<file path="src/rtl/ddr3_rw_arbiter.sv">
// ddr3_rw_arbiter: ping-pong frame buffer arbiter for camera writes and
// display reads, one AXI burst outstanding at a time, round-robin on ties.
// Ports:
//   ACLK, ARESETN              clock, async active-low reset
//   wr_fifo_cnt, rd_fifo_cnt   camera / display FIFO levels in beats
//   rd_en                      display path enable
//   WR_READY/DONE, RD_READY/DONE  AXI master idle / burst-complete pulse
//   WR_START/ADRS/LEN, RD_START/ADRS/LEN  burst trigger, byte addr, beats
//   wr_frame_done, rd_frame_done  pulse after the last burst of a frame
module ddr3_rw_arbiter #(
  parameter int unsigned BURST_LEN     = 64,
  parameter int unsigned FRAME_BYTES   = 614400,
  parameter logic [31:0] BANK0_ADDR    = 32'h0000_0000,
  parameter logic [31:0] BANK1_ADDR    = 32'h0010_0000,
  parameter int unsigned RD_FIFO_DEPTH = 512
) (
  input  logic        ACLK,
  input  logic        ARESETN,
  input  logic [9:0]  wr_fifo_cnt,
  input  logic [9:0]  rd_fifo_cnt,
  input  logic        rd_en,
  input  logic        WR_READY,
  input  logic        WR_DONE,
  input  logic        RD_READY,
  input  logic        RD_DONE,
  output logic        WR_START,
  output logic        RD_START,
  output logic [31:0] WR_ADRS,
  output logic [31:0] RD_ADRS,
  output logic [9:0]  WR_LEN,
  output logic [9:0]  RD_LEN,
  output logic        wr_frame_done,
  output logic        rd_frame_done
);

  localparam logic [31:0] BL    = 32'(BURST_LEN);
  localparam logic [31:0] STEP  = 32'(BURST_LEN * 8);
  localparam logic [31:0] FB    = 32'(FRAME_BYTES);
  localparam logic [31:0] RD_TH = 32'(RD_FIFO_DEPTH - BURST_LEN);

  typedef enum logic [1:0] {
    IDLE,
    WR_BUSY,
    RD_BUSY
  } state_t;

  state_t      state_q, state_d;
  logic        last_rd_q;
  logic        wr_ok, rd_ok;
  logic        wr_gnt, rd_gnt;
  logic        wr_fin, rd_fin;
  logic        wr_wrap, rd_wrap;
  logic [31:0] wr_sum, rd_sum;
  logic [31:0] wr_ptr_q, wr_ptr_d;
  logic [31:0] rd_ptr_q, rd_ptr_d;
  logic        wr_bank_q, wr_bank_d;
  logic        rd_bank_q, rd_bank_d;

  assign WR_LEN = 10'(BURST_LEN);
  assign RD_LEN = 10'(BURST_LEN);

  assign wr_ok = ({22'd0, wr_fifo_cnt} >= BL)
              && WR_READY;
  assign rd_ok = rd_en
              && ({22'd0, rd_fifo_cnt} <= RD_TH)
              && RD_READY;

  // last_rd_q=1 means read had the last grant,
  // so write wins a tie.
  always_comb begin
    state_d = state_q;
    wr_gnt  = 1'b0;
    rd_gnt  = 1'b0;
    unique case (state_q)
      IDLE: begin
        if (wr_ok && (!rd_ok || last_rd_q)) begin
          wr_gnt  = 1'b1;
          state_d = WR_BUSY;
        end else if (rd_ok) begin
          rd_gnt  = 1'b1;
          state_d = RD_BUSY;
        end
      end
      WR_BUSY: if (WR_DONE) state_d = IDLE;
      RD_BUSY: if (RD_DONE) state_d = IDLE;
      default: state_d = IDLE;
    endcase
  end

  assign wr_fin  = (state_q == WR_BUSY) && WR_DONE;
  assign rd_fin  = (state_q == RD_BUSY) && RD_DONE;
  assign wr_sum  = wr_ptr_q + STEP;
  assign rd_sum  = rd_ptr_q + STEP;
  assign wr_wrap = wr_fin && (wr_sum == FB);
  assign rd_wrap = rd_fin && (rd_sum == FB);

  // Reads follow the bank the writer just finished,
  // using the post-toggle write bank.
  always_comb begin
    wr_ptr_d  = wr_ptr_q;
    rd_ptr_d  = rd_ptr_q;
    wr_bank_d = wr_bank_q ^ wr_wrap;
    rd_bank_d = rd_bank_q;
    if (wr_fin)
      wr_ptr_d = wr_wrap ? 32'd0 : wr_sum;
    if (rd_fin)
      rd_ptr_d = rd_wrap ? 32'd0 : rd_sum;
    else if (!rd_en && state_q != RD_BUSY)
      rd_ptr_d = 32'd0;
    if (rd_wrap)
      rd_bank_d = ~wr_bank_d;
  end

  always_ff @(posedge ACLK or negedge ARESETN) begin
    if (!ARESETN) begin
      state_q       <= IDLE;
      last_rd_q     <= 1'b1;
      wr_ptr_q      <= 32'd0;
      rd_ptr_q      <= 32'd0;
      wr_bank_q     <= 1'b0;
      rd_bank_q     <= 1'b1;
      WR_START      <= 1'b0;
      RD_START      <= 1'b0;
      wr_frame_done <= 1'b0;
      rd_frame_done <= 1'b0;
      WR_ADRS       <= BANK0_ADDR;
      RD_ADRS       <= BANK1_ADDR;
    end else begin
      state_q       <= state_d;
      if (wr_gnt) last_rd_q <= 1'b0;
      if (rd_gnt) last_rd_q <= 1'b1;
      wr_ptr_q      <= wr_ptr_d;
      rd_ptr_q      <= rd_ptr_d;
      wr_bank_q     <= wr_bank_d;
      rd_bank_q     <= rd_bank_d;
      WR_START      <= wr_gnt;
      RD_START      <= rd_gnt;
      wr_frame_done <= wr_wrap;
      rd_frame_done <= rd_wrap;
      WR_ADRS       <= (wr_bank_d ? BANK1_ADDR
                                  : BANK0_ADDR) + wr_ptr_d;
      RD_ADRS       <= (rd_bank_d ? BANK1_ADDR
                                  : BANK0_ADDR) + rd_ptr_d;
    end
  end

endmodule

</file>
<file path="config.mk">
export PLATFORM = sky130hd
export DESIGN_NAME = ddr3_rw_arbiter
export DESIGN_NICKNAME = d
export VERILOG_FILES = /design/src/rtl/ddr3_rw_arbiter.sv
export SDC_FILE = /design/constraint.sdc
export NUM_CORES = 1
export LEC_CHECK = 0
export BUFFER_PORTS_ARGS = -buffer_cell sky130_fd_sc_hd__buf_2
export CORE_MARGIN = 5
export CORE_UTILIZATION = 45
export CTS_CLUSTER_SIZE = 14
export DETAILED_ROUTE_END_ITERATION = 16
export GPL_TIMING_DRIVEN = 0
export PLACE_DENSITY = 0.68
export SLEW_MARGIN = 20
export SYNTH_ARGS = -nofsm -noshare
export SYNTH_HDL_FRONTEND = slang
export SYNTH_SLANG_ARGS = --single-unit
export TNS_END_PERCENT = 20
</file>
<file path="constraint.sdc">
create_clock -name ACLK -period 7.65 [get_ports ACLK]
set_clock_uncertainty 0.05 [all_clocks]
set_input_delay 1.1475 -clock ACLK [delete_from_list [all_inputs] [get_ports ACLK]]
set_output_delay 1.1475 -clock ACLK [all_outputs]
set_load 0.005 [all_outputs]
</file>
==> results of run 1 <==
-- power breakdown --
part           switching [mW]  internal (mW)  leakage (nW)
clock network           0.170          0.249         0.133
logic                   0.116         0.0973          1.76
registers              0.0247          0.439          1.06
-- area by class of cell --
| class | instances | area share (%) |
|---|---|---|
| Buffer | 97 | 9.87 |
| Timing Repair Buffer | 71 | 6.06 |
| Multi-Input combinational cell | 447 | 44.2 |
| Sequential cell | 79 | 31.6 |
| Clock buffer | 9 | 3.59 |
| Tap cell | 143 | 2.85 |
| Clock inverter | 6 | 0.997 |
| Inverter | 15 | 0.897 |
-- registers in the layout (all words and copies together), names as in the netlist --
signal         flops
rd_ptr_q          23
wr_ptr_q          23
RD_ADRS           12
WR_ADRS           12
state_q            2
RD_START           1
WR_START           1
last_rd_q          1
rd_bank_q          1
rd_frame_done      1
wr_bank_q          1
wr_frame_done      1
-- layer usage --
| layer | up-vias | part of all wire [%] | GRT usage, % |
|---|---|---|---|
| li1 | 2307 | - | - |
| met1 | 2190 | 48 | 27.2 |
| met2 | 213 | 43 | 27.2 |
| met3 | 25 | 7.2 | 3.96 |
| met4 | 0 | 2.4 | 8.01 |
| met5 | - | 0 | 0 |
-- cells by family (layout without fill, tap and decap cells) --
kind of cell,count (synthesis),count (layout)
buffers and inverters,112,198
AOI/OAI and AO/OA,109,109
and+or+nand+nor,243,243
DFF,79,79
xor gates and xnor gates,46,46
adders and majority gates,7,7
muxes,4,4
other,2,38
-- final timing paths --
kind | start | endpoint | cells after the start | slack (ps)
worst min register to register | rd_bank_q | rd_bank_q | 2 | 480
worst max-delay path | wr_ptr_q[10] | RD_ADRS[31] | 16 | 3240
max in group asynchronous | ARESETN | rd_bank_q | 2 | 6250
worst max register to register | wr_ptr_q[10] | RD_ADRS[31] | 16 | 3240
min in group asynchronous | ARESETN | rd_ptr_q[15] | 1 | 670
worst min-delay path | rd_bank_q | rd_bank_q | 2 | 480
-- critical path, cell delays in order, from the launching register on --
cell and delay [ps]:
dfrtp_1 380, buf_2 210, nand4_2 200, or3_1 400, buf_6 150, or4_1 510, o32a_1 200, a2111oi_2 320
and3_1 220, buf_6 150, xor2_4 80, o31ai_2 270, ha_1 270, and2_1 210, nand3_1 180, nor4_1 350
xor2_1 170
-- cells in the final DEF, fill, tap and decap left out, drive strengths merged, types with 7 or more instances in the layout --
master  instances
inv            15
dfrtp          76
conb           38
clkbuf         33
or3            12
o31ai           8
o21ai          26
xor2           19
and3            8
buf           144
ha              7
nor2           25
nor3           19
nand4          27
xnor2          27
a21oi          25
nand3          31
nor4           23
nand2          52
-- stage by stage --
stage                     std cells  area (sq um)
after global placement          851          5960
final                           867          6270
after CTS                       867          6270
after global routing            867          6270
after detailed placement        852          5990
after floorplan                 638          5430
==> out/qor.csv, run 1 <==
stage,metric,value,unit
run_status,status,completed,
placed_design,Buffers on Ports,70,
floorplanning,die height,118,um
cts,CTS Buffer Depth,2,
route,starting DRC count in detailed routing,363,
logic_synthesis,Post-synth top cells,"76 x dfrtp_1, 60 x buf_4, 52 x nand2_1, 30 x nand3_1, 27 x xnor2_1",
floorplanning,# rows,39,
logic_synthesis,largest area contributor in the netlist,dfrtp_1,
cts,Clock Latency Late Sink,340,ps
logic_synthesis,"top cells by area, synth","dfrtp_1 36%, buf_4 8.5%, xnor2_1 4.5%",
layout,# fillers,1069,
cts,htree depth,3,
sta,Setup TNS,0,ps
logic_synthesis,XOR/XNOR share of the synthesized area,7.97,%
logic_synthesis,most numerous cell in the Yosys netlist,dfrtp_1,
sta,Tightest Pin Transition,1020,ps
layout,area grow syn2layout,18.6,%
logic_synthesis,"Seq/Total Area, Yosys",37.4,%
sta,Max-slew headroom,31.7,%
logic_synthesis,post-synthesis mux area share,0.780,%
power,PD cells,175,mW/mm^2
layout,multi-input logic area,0.00277,sq mm
sta,number of max-slew violations in the final report,0,
floorplanning,I/O pin total,115,
logic_synthesis,Synth top area share,35.9,%
grt,first-pass GRT wire length,22200,um
route,via count,4735,
cts,Post-CTS Resized,0,
placed_design,HPWL Detailed,9710,um
floorplanning,Core Region,0.0115,sq mm
grt,vias in the first global route,4527,
logic_synthesis,synth unique cells,69,
layout,layout cells sized above 1,25.1,%
sta,Tcrit/Tclk final,57.6,%
cts,cts hold-fix bufs,0,
route,final wirelength,13200,um
placed_design,dpl ws,3200,ps
critical_path,CP Data Required Time,7860,ps
layout,final design utilization,54.7,%
sta,f_max,227,MHz
flow_run,MaxCap Viol Count,0,
critical_path,nature of the critical path endpoint,flip-flop,
sta,Final WS setup,3240,ps
cts,Clock Tree Root,clkbuf_16,
sta,Final Setup Violations,0,
placed_design,Placer Congestion,0.910,
logic_synthesis,Post-Syn Instances,602,
layout,ant diodes,0,
grt,GR Util All Layers,18.8,%
grt,antenna violations before repair,0,
logic_synthesis,#FFs+latches synth,79,
route,# DRC,0,
critical_path,crit path launch type,flip-flop,
logic_synthesis,Synth Warn #,0,
layout,sequential standard cell area,0.00198,sq mm
route,drt wl/cell,15.2,um
logic_synthesis,Mapped Avg Cell Area,8.79,sq um
sta,Hold WS,479,ps
route,first-pass detailed-route iteration total,5,
critical_path,CP Max Fanout,9,
route,ANT nets after route,0,
logic_synthesis,"Primary FF master, synth",dfrtp_1,
grt,GRT overflow,0,
sta,endpoints failing hold,0,
logic_synthesis,Post-Synth Adder-Cell Area,1.66,%
logic_synthesis,Synth Cell Area,0.00529,sq mm
logic_synthesis,Post-synth ARST share,100,%
logic_synthesis,Simple-Gate Fraction of Synth Area,25.5,%
cts,Inserted Clock Buffers,9,
power,leak pwr,2.95,nW
logic_synthesis,"EDFF count, synth",0,
power,Total Power,1.10,mW
floorplanning,Die ar.,0.0140,sq mm
grt,pin count of the biggest net entering global routing,53,
layout,nets,754,
logic_synthesis,main combinational cell family by area after synthesis,simple AND/OR/NAND/NOR gates,
power,VDD IR-drop max,0.0903,mV
sta,RSZ-0062 raised after global routing,false,
logic_synthesis,Synth Area in Compound Gates,13.7,%
worst_hold_path,Hold/Removal Path Class,flip-flop to flip-flop,
critical_path,WP data arrival,4620,ps
critical_path,Crit Path Category,flip-flop to flip-flop,
cts,CTS tree,yes,
floorplanning,Initial Util,46.1,%
cts,clock slew at reported path FFs,60,ps
floorplanning,Die X,118,um
sta,minimum clock period,4410,ps
route,Via density,5.46,
cts,setup bufs post-CTS,0,
cts,clk sink count,79,
Note: power is estimated with default switching activity, not from simulation.
==> run 2, diff against run 1 <==
--- a/config.mk
+++ b/config.mk
@@ -5,13 +5,14 @@
 export SDC_FILE = /design/constraint.sdc
 export NUM_CORES = 1
 export LEC_CHECK = 0
+export ABC_AREA = 1
 export BUFFER_PORTS_ARGS = -buffer_cell sky130_fd_sc_hd__buf_2
 export CORE_MARGIN = 5
 export CORE_UTILIZATION = 45
 export CTS_CLUSTER_SIZE = 14
 export DETAILED_ROUTE_END_ITERATION = 16
 export GPL_TIMING_DRIVEN = 0
-export PLACE_DENSITY = 0.68
+export PLACE_DENSITY = 0.71
 export SLEW_MARGIN = 20
 export SYNTH_ARGS = -nofsm -noshare
 export SYNTH_HDL_FRONTEND = slang
==> constraint.sdc (replaced) <==
create_clock -name ACLK -period 3.9 [get_ports ACLK]
set_clock_uncertainty 0.05 [all_clocks]
set_input_delay 0.585 -clock ACLK [delete_from_list [all_inputs] [get_ports ACLK]]
set_output_delay 0.585 -clock ACLK [all_outputs]
set_load 0.005 [all_outputs]
==> run 2 against run 1 <==
Compared with the run above: synthesized area grew 1.2%; register-to-register slack got worse by 2500 ps; largest power group is now clock; count of clock-buffer cells in the layout increased by 1; sequential share of layout area down 0.68 points; highest routed layer unchanged; largest cell class unchanged; final area rose by 2.2%.
==> out/qor.csv, run 2 <==
stage,metric,value,unit,change
cts,clock slew at reported path FFs,60,ps,about the same
cts,Clock Latency Late Sink,330,ps,was 340 ps
floorplanning,I/O pin total,115,,unchanged
logic_synthesis,most numerous cell in the Yosys netlist,nand2_1,,was dfrtp_1
power,VDD IR-drop max,0.213,mV,was 0.0903 mV
layout,biggest regs,"rd_ptr_q: 23 flops, wr_ptr_q: 23 flops",,unchanged
layout,"commonest non-fill, non-tap cell in the layout",nand2_1,,was buf_2
grt,met3 usage,4.22,%,was 3.96%
power,sequential share of power,39.4,%,was 42.3%
cts,setup bufs post-CTS,0,,unchanged
logic_synthesis,"Seq/Total Area, Yosys",37.0,%,was 37.4%
route,ANT nets after route,0,,unchanged
placed_design,Placer Congestion,0.944,,was 0.910
cts,Inserted Clock Buffers,9,,unchanged
sta,Tightest Pin Transition,622,ps,was 1020 ps
layout,layout cells sized above 1,24.3,%,was 25.1%
cts,CTS Buffer Depth,2,,unchanged
power,Comb pwr share,19.0,%,was 19.5%
sta,number of max-slew violations in the final report,0,,unchanged
logic_synthesis,"EDFF count, synth",0,,unchanged
critical_path,Critical Path Source,rd_ptr_q[10],,was wr_ptr_q[10]
worst_hold_path,Hold/Removal Path Class,input port to asynchronous set/reset pin,,was flip-flop to flip-flop
floorplanning,die height,119,um,was 118 um
layout,most frequent cells in the layout,"235 x nand2_1, 78 x inv_1, 76 x dfrtp_1",,"was 80 x buf_2, 76 x dfrtp_1, 61 x buf_4"
layout,post-route cell area,0.00641,sq mm,was 0.00627 sq mm
sta,Tcrit/Tclk final,82.2,%,was 57.6%
route,via count,4745,,was 4735
power,clock share of power,41.7,%,was 38.2%
sta,endpoints failing hold,0,,unchanged
logic_synthesis,largest area contributor in the netlist,dfrtp_1,,unchanged
cts,clk sink count,79,,unchanged
sta,Final Setup Violations,0,,unchanged
grt,antenna violations before repair,0,,unchanged
critical_path,CP endpoint,RD_ADRS[30],,was RD_ADRS[31]
placed_design,Placed Instances,1001,,was 852
sta,f_max,312,MHz,was 227 MHz
floorplanning,Die ar.,0.0142,sq mm,was 0.0140 sq mm
logic_synthesis,Post-synth top cells,"235 x nand2_1, 78 x inv_1, 76 x dfrtp_1, 75 x nor2_1, 60 x buf_4",,"was 76 x dfrtp_1, 60 x buf_4, 52 x nand2_1, 30 x nand3_1, 27 x xnor2_1"
sta,Max-slew headroom,58.5,%,was 31.7%
grt,vias in the first global route,4681,,was 4527
sta,Setup TNS,0,ps,unchanged
route,# DRC,0,,unchanged
flow_run,MaxCap Viol Count,0,,unchanged
power,internal power,1.79,mW,was 0.786 mW
critical_path,nature of the critical path endpoint,flip-flop,,unchanged
cts,Clock Tree Root,clkbuf_16,,unchanged
logic_synthesis,Post-Syn Instances,751,,was 602
critical_path,worst reg2reg path depth,22,,was 16
layout,final design utilization,55.4,%,was 54.7%
power,Total Power,2.47,mW,was 1.10 mW
cts,Post-CTS Resized,0,,unchanged
run_status,status,completed,,unchanged
logic_synthesis,synth unique cells,36,,was 69
layout,area grow syn2layout,19.7,%,was 18.6%
sta,RSZ-0062 raised after global routing,false,,unchanged
logic_synthesis,Synth Warn #,0,,unchanged
route,final wirelength,12700,um,was 13200 um
grt,met1 GRT Util,23.5,%,was 27.2%
route,Via density,4.67,,was 5.46
power,Switching Share,27.5,%,was 28.4%
layout,ant diodes,0,,unchanged
logic_synthesis,Synth Cell Area,0.00536,sq mm,was 0.00529 sq mm
grt,GRT overflow,0,,unchanged
route,first-pass detailed-route iteration total,4,,was 5
logic_synthesis,Synth top area share,35.5,%,was 35.9%
power,leak pwr,3.28,nW,was 2.95 nW
logic_synthesis,#FFs+latches synth,79,,unchanged
critical_path,crit path launch type,flip-flop,,unchanged
critical_path,worst flop-to-flop path endpoint,RD_ADRS[30],,was RD_ADRS[31]
cts,htree depth,3,,unchanged
logic_synthesis,Mapped Avg Cell Area,7.13,sq um,was 8.79 sq um
critical_path,flop2flop setup slack,690,ps,was 3240 ps
floorplanning,Die X,119,um,was 118 um
grt,GR Util met2,33.5,%,was 27.2%
power,Switch Pwr,0.680,mW,was 0.311 mW
grt,most used routing layer,met2,,unchanged
grt,GR Util All Layers,18.9,%,was 18.8%
cts,CTS tree,yes,,unchanged
grt,pin count of the biggest net entering global routing,57,,was 53
layout,nets,903,,was 754
floorplanning,Core Region,0.0116,sq mm,was 0.0115 sq mm
logic_synthesis,"Primary FF master, synth",dfrtp_1,,unchanged
placed_design,HPWL Detailed,9970,um,was 9710 um
placed_design,DP Area,0.00605,sq mm,was 0.00599 sq mm
critical_path,Crit Path Category,flip-flop to flip-flop,,unchanged
critical_path,CP Max Fanout,6,,was 9
cts,cts hold-fix bufs,0,,unchanged
placed_design,Buffers on Ports,70,,unchanged
floorplanning,Initial Util,46.3,%,was 46.1%
logic_synthesis,"top cells by area, synth","dfrtp_1 36%, nand2_1 16%, buf_4 8.4%",,"was dfrtp_1 36%, buf_4 8.5%, xnor2_1 4.5%"
grt,first-pass GRT wire length,22300,um,was 22200 um
critical_path,WP data arrival,3380,ps,was 4620 ps
critical_path,Reg-to-Reg Start,rd_ptr_q[10],,was wr_ptr_q[10]
layout,Non-Filler Instances,1017,,was 867
route,starting DRC count in detailed routing,252,,was 363
route,drt wl/cell,12.4,um,was 15.2 um
critical_path,CP Data Required Time,4070,ps,was 7860 ps
logic_synthesis,Post-synth ARST share,100,%,unchanged
floorplanning,# rows,39,,unchanged
sta,minimum clock period,3210,ps,was 4410 ps
power,PD cells,385,mW/mm^2,was 175 mW/mm^2
-- run 2: changes by cell type in the layout (fill, tap and decap cells not counted), moves of 24 or more --
cell     delta
nand2_1   +183
inv_1      +63
nor2_1     +50
a21oi_1    -24
nand3_1    +24
xnor2_1    -24
-- run 2: final cells by class --
class	instances	area (sq um)
Fill cell	1152	5150
Clock buffer	10	229
Tap cell	143	179
Multi-Input combinational cell	555	2710
Timing Repair Buffer	71	380
Inverter	85	319
Buffer	68	484
Sequential cell	79	1980
Clock inverter	6	134
-- run 2: per-layer routing --
layer  share of wire (%)  vias up
li1                    -     2501
met1                  43     2144
met2                  52       85
met3                 3.7       15
met4                 1.3        0
met5                   0        -
-- run 2: worst max-delay path: stages (launching register included) --
cell	delay [ps]
dfrtp_1	410
ha_1	260
nand2_1	90
nor2_2	160
nand2_2	100
nor2_2	180
nand2_1	70
nand2_1	60
nand2_1	90
nor2_1	140
nand2_1	60
nor2_1	80
nand2_1	180
nor2_1	150
nand3_1	80
nand2_1	90
ha_1	230
ha_1	170
nand3_1	90
nor2_2	180
nand2_1	70
nand2_1	50
nand2_1	50
-- run 2: power groups by stage --
stage               clock [mW]  sequential, mW  combinational (mW)
floorplan                    0           0.968               0.326
global placement             0           0.984               0.460
detailed placement           0           0.986               0.470
CTS                       1.05           0.971               0.473
global route              1.09           0.985               0.538
finish                    1.03           0.972               0.469
-- run 2: how the worst min path moves through the flow --
stage	end	from
after floorplan	RD_ADRS[21]	ARESETN
after CTS	wr_ptr_q[13]	ARESETN
after global routing	wr_ptr_q[11]	ARESETN
after detailed placement	wr_bank_q	wr_bank_q
after global placement	wr_bank_q	wr_bank_q
final	wr_ptr_q[13]	ARESETN
-- run 2: stage by stage --
step	hold WS, ps	setup slack, ps
3_5_place_dp	448	620
5_1_grt	115	244
6_report	99.5	693
2_1_floorplan	239	1250
3_3_place_gp	438	624
4_1_cts	101	670
-- run 2: kinds of logic (layout without fill, tap and decap cells) --
group	after synthesis	after routing	synth area share, %
compound gates	57	57	6.38
xor+xnor	18	18	2.94
fa+ha+maj	7	7	1.64
buf+inv	153	240	15.0
flops	79	79	37.0
other cells	2	38	0.140
simple gates	435	435	36.9
==> run 3, diff against run 2 <==
--- a/config.mk
+++ b/config.mk
@@ -12,7 +12,7 @@
 export CTS_CLUSTER_SIZE = 14
 export DETAILED_ROUTE_END_ITERATION = 16
 export GPL_TIMING_DRIVEN = 0
-export PLACE_DENSITY = 0.71
+export PLACE_DENSITY = 0.68
 export SLEW_MARGIN = 20
 export SYNTH_ARGS = -nofsm -noshare
 export SYNTH_HDL_FRONTEND = slang
==> constraint.sdc (replaced) <==
create_clock -name ACLK -period 3.25 [get_ports ACLK]
set_clock_uncertainty 0.05 [all_clocks]
set_input_delay 0.4875 -clock ACLK [delete_from_list [all_inputs] [get_ports ACLK]]
set_output_delay 0.4875 -clock ACLK [all_outputs]
set_load 0.005 [all_outputs]
==> run 3 against run 2 <==
Compared with the run above: clock power is 15% higher; hold slack better by 180 ps; sequential share of layout area is 0.36 points lower; setup slack worse by 470 ps; critical path type unchanged.
==> out/qor.csv, run 3 (synthesis results as in run 2) <==
stage,metric,value,unit,change
critical_path,WP buf/inv,0,,unchanged
sta,Final Setup Violations,0,,unchanged
sta,Tightest Pin Transition,521,ps,was 622 ps
sta,endpoints failing hold,0,,unchanged
floorplanning,I/O pin total,115,,unchanged
grt,pin count of the biggest net entering global routing,55,,was 57
cts,clk sink count,79,,unchanged
route,final wirelength,12400,um,was 12700 um
critical_path,CP Max Fanout,7,,was 6
sta,Max-slew headroom,65.2,%,was 58.5%
power,Total Power,2.96,mW,was 2.47 mW
critical_path,nature of the critical path endpoint,flip-flop,,unchanged
layout,ant diodes,0,,unchanged
critical_path,crit-path cells,ha_4 > nand2_2 > nor2_8 > nand2_4 > nor2_4 > nand2_1 > nand2_1 > nand2_1 > nor2_1 > nand2_1 > nor2_4 > nand2_2 > nand2_1 > nand3_1 > nand2_1 > ha_2 > ha_1 > nand3_1 > nor2_4 > nand2_1 > nand2_1 > nand2_1,,was ha_1 > nand2_1 > nor2_2 > nand2_2 > nor2_2 > nand2_1 > nand2_1 > nand2_1 > nor2_1 > nand2_1 > nor2_1 > nand2_1 > nor2_1 > nand3_1 > nand2_1 > ha_1 > ha_1 > nand3_1 > nor2_2 > nand2_1 > nand2_1 > nand2_1
layout,nets,908,,was 903
power,leak pwr,3.28,nW,about the same
floorplanning,# rows,39,,unchanged
critical_path,family with the most delay on the worst path,simple AND/OR/NAND/NOR gates,,unchanged
critical_path,slowest CP cell,dfrtp_1,,unchanged
power,VDD IR-drop max,0.315,mV,was 0.213 mV
route,ANT nets after route,0,,unchanged
route,# DRC,0,,unchanged
sta,number of max-slew violations in the final report,0,,unchanged
route,Via density,4.68,,was 4.67
cts,CTS Buffer Depth,2,,unchanged
run_status,status,completed,,unchanged
placed_design,HPWL Detailed,9760,um,was 9970 um
route,drt wl/cell,12.2,um,was 12.4 um
layout,multi-input logic area,0.00278,sq mm,was 0.00271 sq mm
grt,vias in the first global route,4639,,was 4681
cts,clock slew at reported path FFs,60,ps,about the same
critical_path,CP peak stage delay,430,ps,was 410 ps
floorplanning,Die ar.,0.0142,sq mm,unchanged
critical_path,Crit Path Category,flip-flop to flip-flop,,unchanged
critical_path,CP Data Required Time,3430,ps,was 4070 ps
route,via count,4780,,was 4745
layout,biggest regs,"rd_ptr_q: 23 flops, wr_ptr_q: 23 flops",,unchanged
cts,htree depth,3,,unchanged
grt,antenna violations before repair,0,,unchanged
route,starting DRC count in detailed routing,239,,was 252
cts,Inserted Clock Buffers,9,,unchanged
cts,Clock Tree Root,clkbuf_16,,unchanged
critical_path,WP data arrival,3200,ps,was 3380 ps
placed_design,Placer Congestion,0.905,,was 0.944
floorplanning,die height,119,um,unchanged
cts,CTS tree,yes,,unchanged
power,PD cells,455,mW/mm^2,was 385 mW/mm^2
grt,GR Util All Layers,18.7,%,was 18.9%
sta,minimum clock period,3020,ps,was 3210 ps
sta,Hold WS,283,ps,was 99.5 ps
critical_path,crit path launch type,flip-flop,,unchanged
floorplanning,Die X,119,um,unchanged
critical_path,CP dominant cell by count,nand2_1,,unchanged
layout,area grow syn2layout,21.6,%,was 19.7%
layout,layout cells sized above 1,26.5,%,was 24.3%
worst_hold_path,Hold/Removal Path Class,input port to flip-flop,,was input port to asynchronous set/reset pin
layout,sequential standard cell area,0.00199,sq mm,was 0.00198 sq mm
layout,most frequent cells in the layout,"233 x nand2_1, 78 x inv_1, 72 x nor2_1, 72 x buf_2, 70 x dfrtp_1",,"was 235 x nand2_1, 78 x inv_1, 76 x dfrtp_1"
sta,f_max,331,MHz,was 312 MHz
floorplanning,Core Region,0.0116,sq mm,unchanged
cts,Clock Latency Late Sink,350,ps,was 330 ps
sta,Tcrit/Tclk final,93.0,%,was 82.2%
flow_run,MaxCap Viol Count,0,,unchanged
layout,"commonest non-fill, non-tap cell in the layout",nand2_1,,unchanged
route,first-pass detailed-route iteration total,4,,unchanged
grt,first-pass GRT wire length,21900,um,was 22300 um
grt,GRT overflow,0,,unchanged
floorplanning,Initial Util,46.3,%,unchanged
placed_design,Buffers on Ports,70,,unchanged
layout,# fillers,1128,,was 1152
==> run 3: cell count changes in the layout (fill, tap and decap cells not counted), sizes merged <==
cell,change
buf,+4
bufinv,-1
clkbuf,-1
clkinvlp,+1
dlygate4sd3,+1
inv,+1
==> run 3: routing by layer <==
layer	GRT usage [%]	vias to the layer above	share of wire [%]
met5	0	-	0
li1	-	2524	-
met3	3.55	16	3.8
met1	23.1	2156	43
met4	6.44	0	1.5
met2	32.8	84	52
==> run 3: per-stage QoR <==
| stage | setup WS (ps) | std cells | area, sq um | utilization (%) | TNS [ps] |
|---|---|---|---|---|---|
| floorplan | 600 | 787 | 5490 | - | 0 |
| global placement | 11.1 | 1000 | 6020 | 52.1 | 0 |
| detailed placement | 55.4 | 1001 | 6050 | 52.3 | 0 |
| CTS | 30.6 | 1018 | 6400 | 55.4 | 0 |
| global route | -14.5 | 1022 | 6510 | 56.3 | -14.5 |
| finish | 228 | 1022 | 6510 | 56.3 | 0 |
==> run 3: repair_timing <==
item,4_1_cts,5_1_grt
hold buffers,1,0
endpoints found under the setup margin,0,13
gates resized for setup,0,25
endpoints found under the hold margin,4,0
setup buffers,0,4
==> run 3: worst paths after layout <==
path                       cells past startpoint          end         start  slack (ps)
max in group asynchronous                      3    last_rd_q       ARESETN        1990
min reg2reg                                    2    wr_bank_q     wr_bank_q         450
min in group asynchronous                      2  WR_ADRS[21]       ARESETN         540
max reg2reg                                   22  RD_ADRS[30]  wr_ptr_q[10]         230
min                                            2   state_q[0]       WR_DONE         280
max                                           22  RD_ADRS[30]  wr_ptr_q[10]         230
==> run 3: layout make-up <==
| class | count | area share [%] |
|---|---|---|
| inverter | 85 | 4.90 |
| multi-input combinational | 555 | 42.6 |
| clock inverter | 7 | 1.84 |
| buffer | 68 | 7.45 |
| timing repair buffer | 76 | 6.46 |
| tap | 143 | 2.75 |
| sequential | 79 | 30.5 |
| clock buffer | 9 | 3.46 |
==> run 3: where the power goes <==
| group | leakage (nW) | internal (mW) | switching [mW] | total, mW |
|---|---|---|---|---|
| Sequential | 1.06 | 1.07 | 0.0997 | 1.17 |
| Combinational | 2.06 | 0.280 | 0.326 | 0.606 |
| Clock | 0.166 | 0.753 | 0.430 | 1.18 |
| Total | 3.28 | 2.11 | 0.856 | 2.96 |
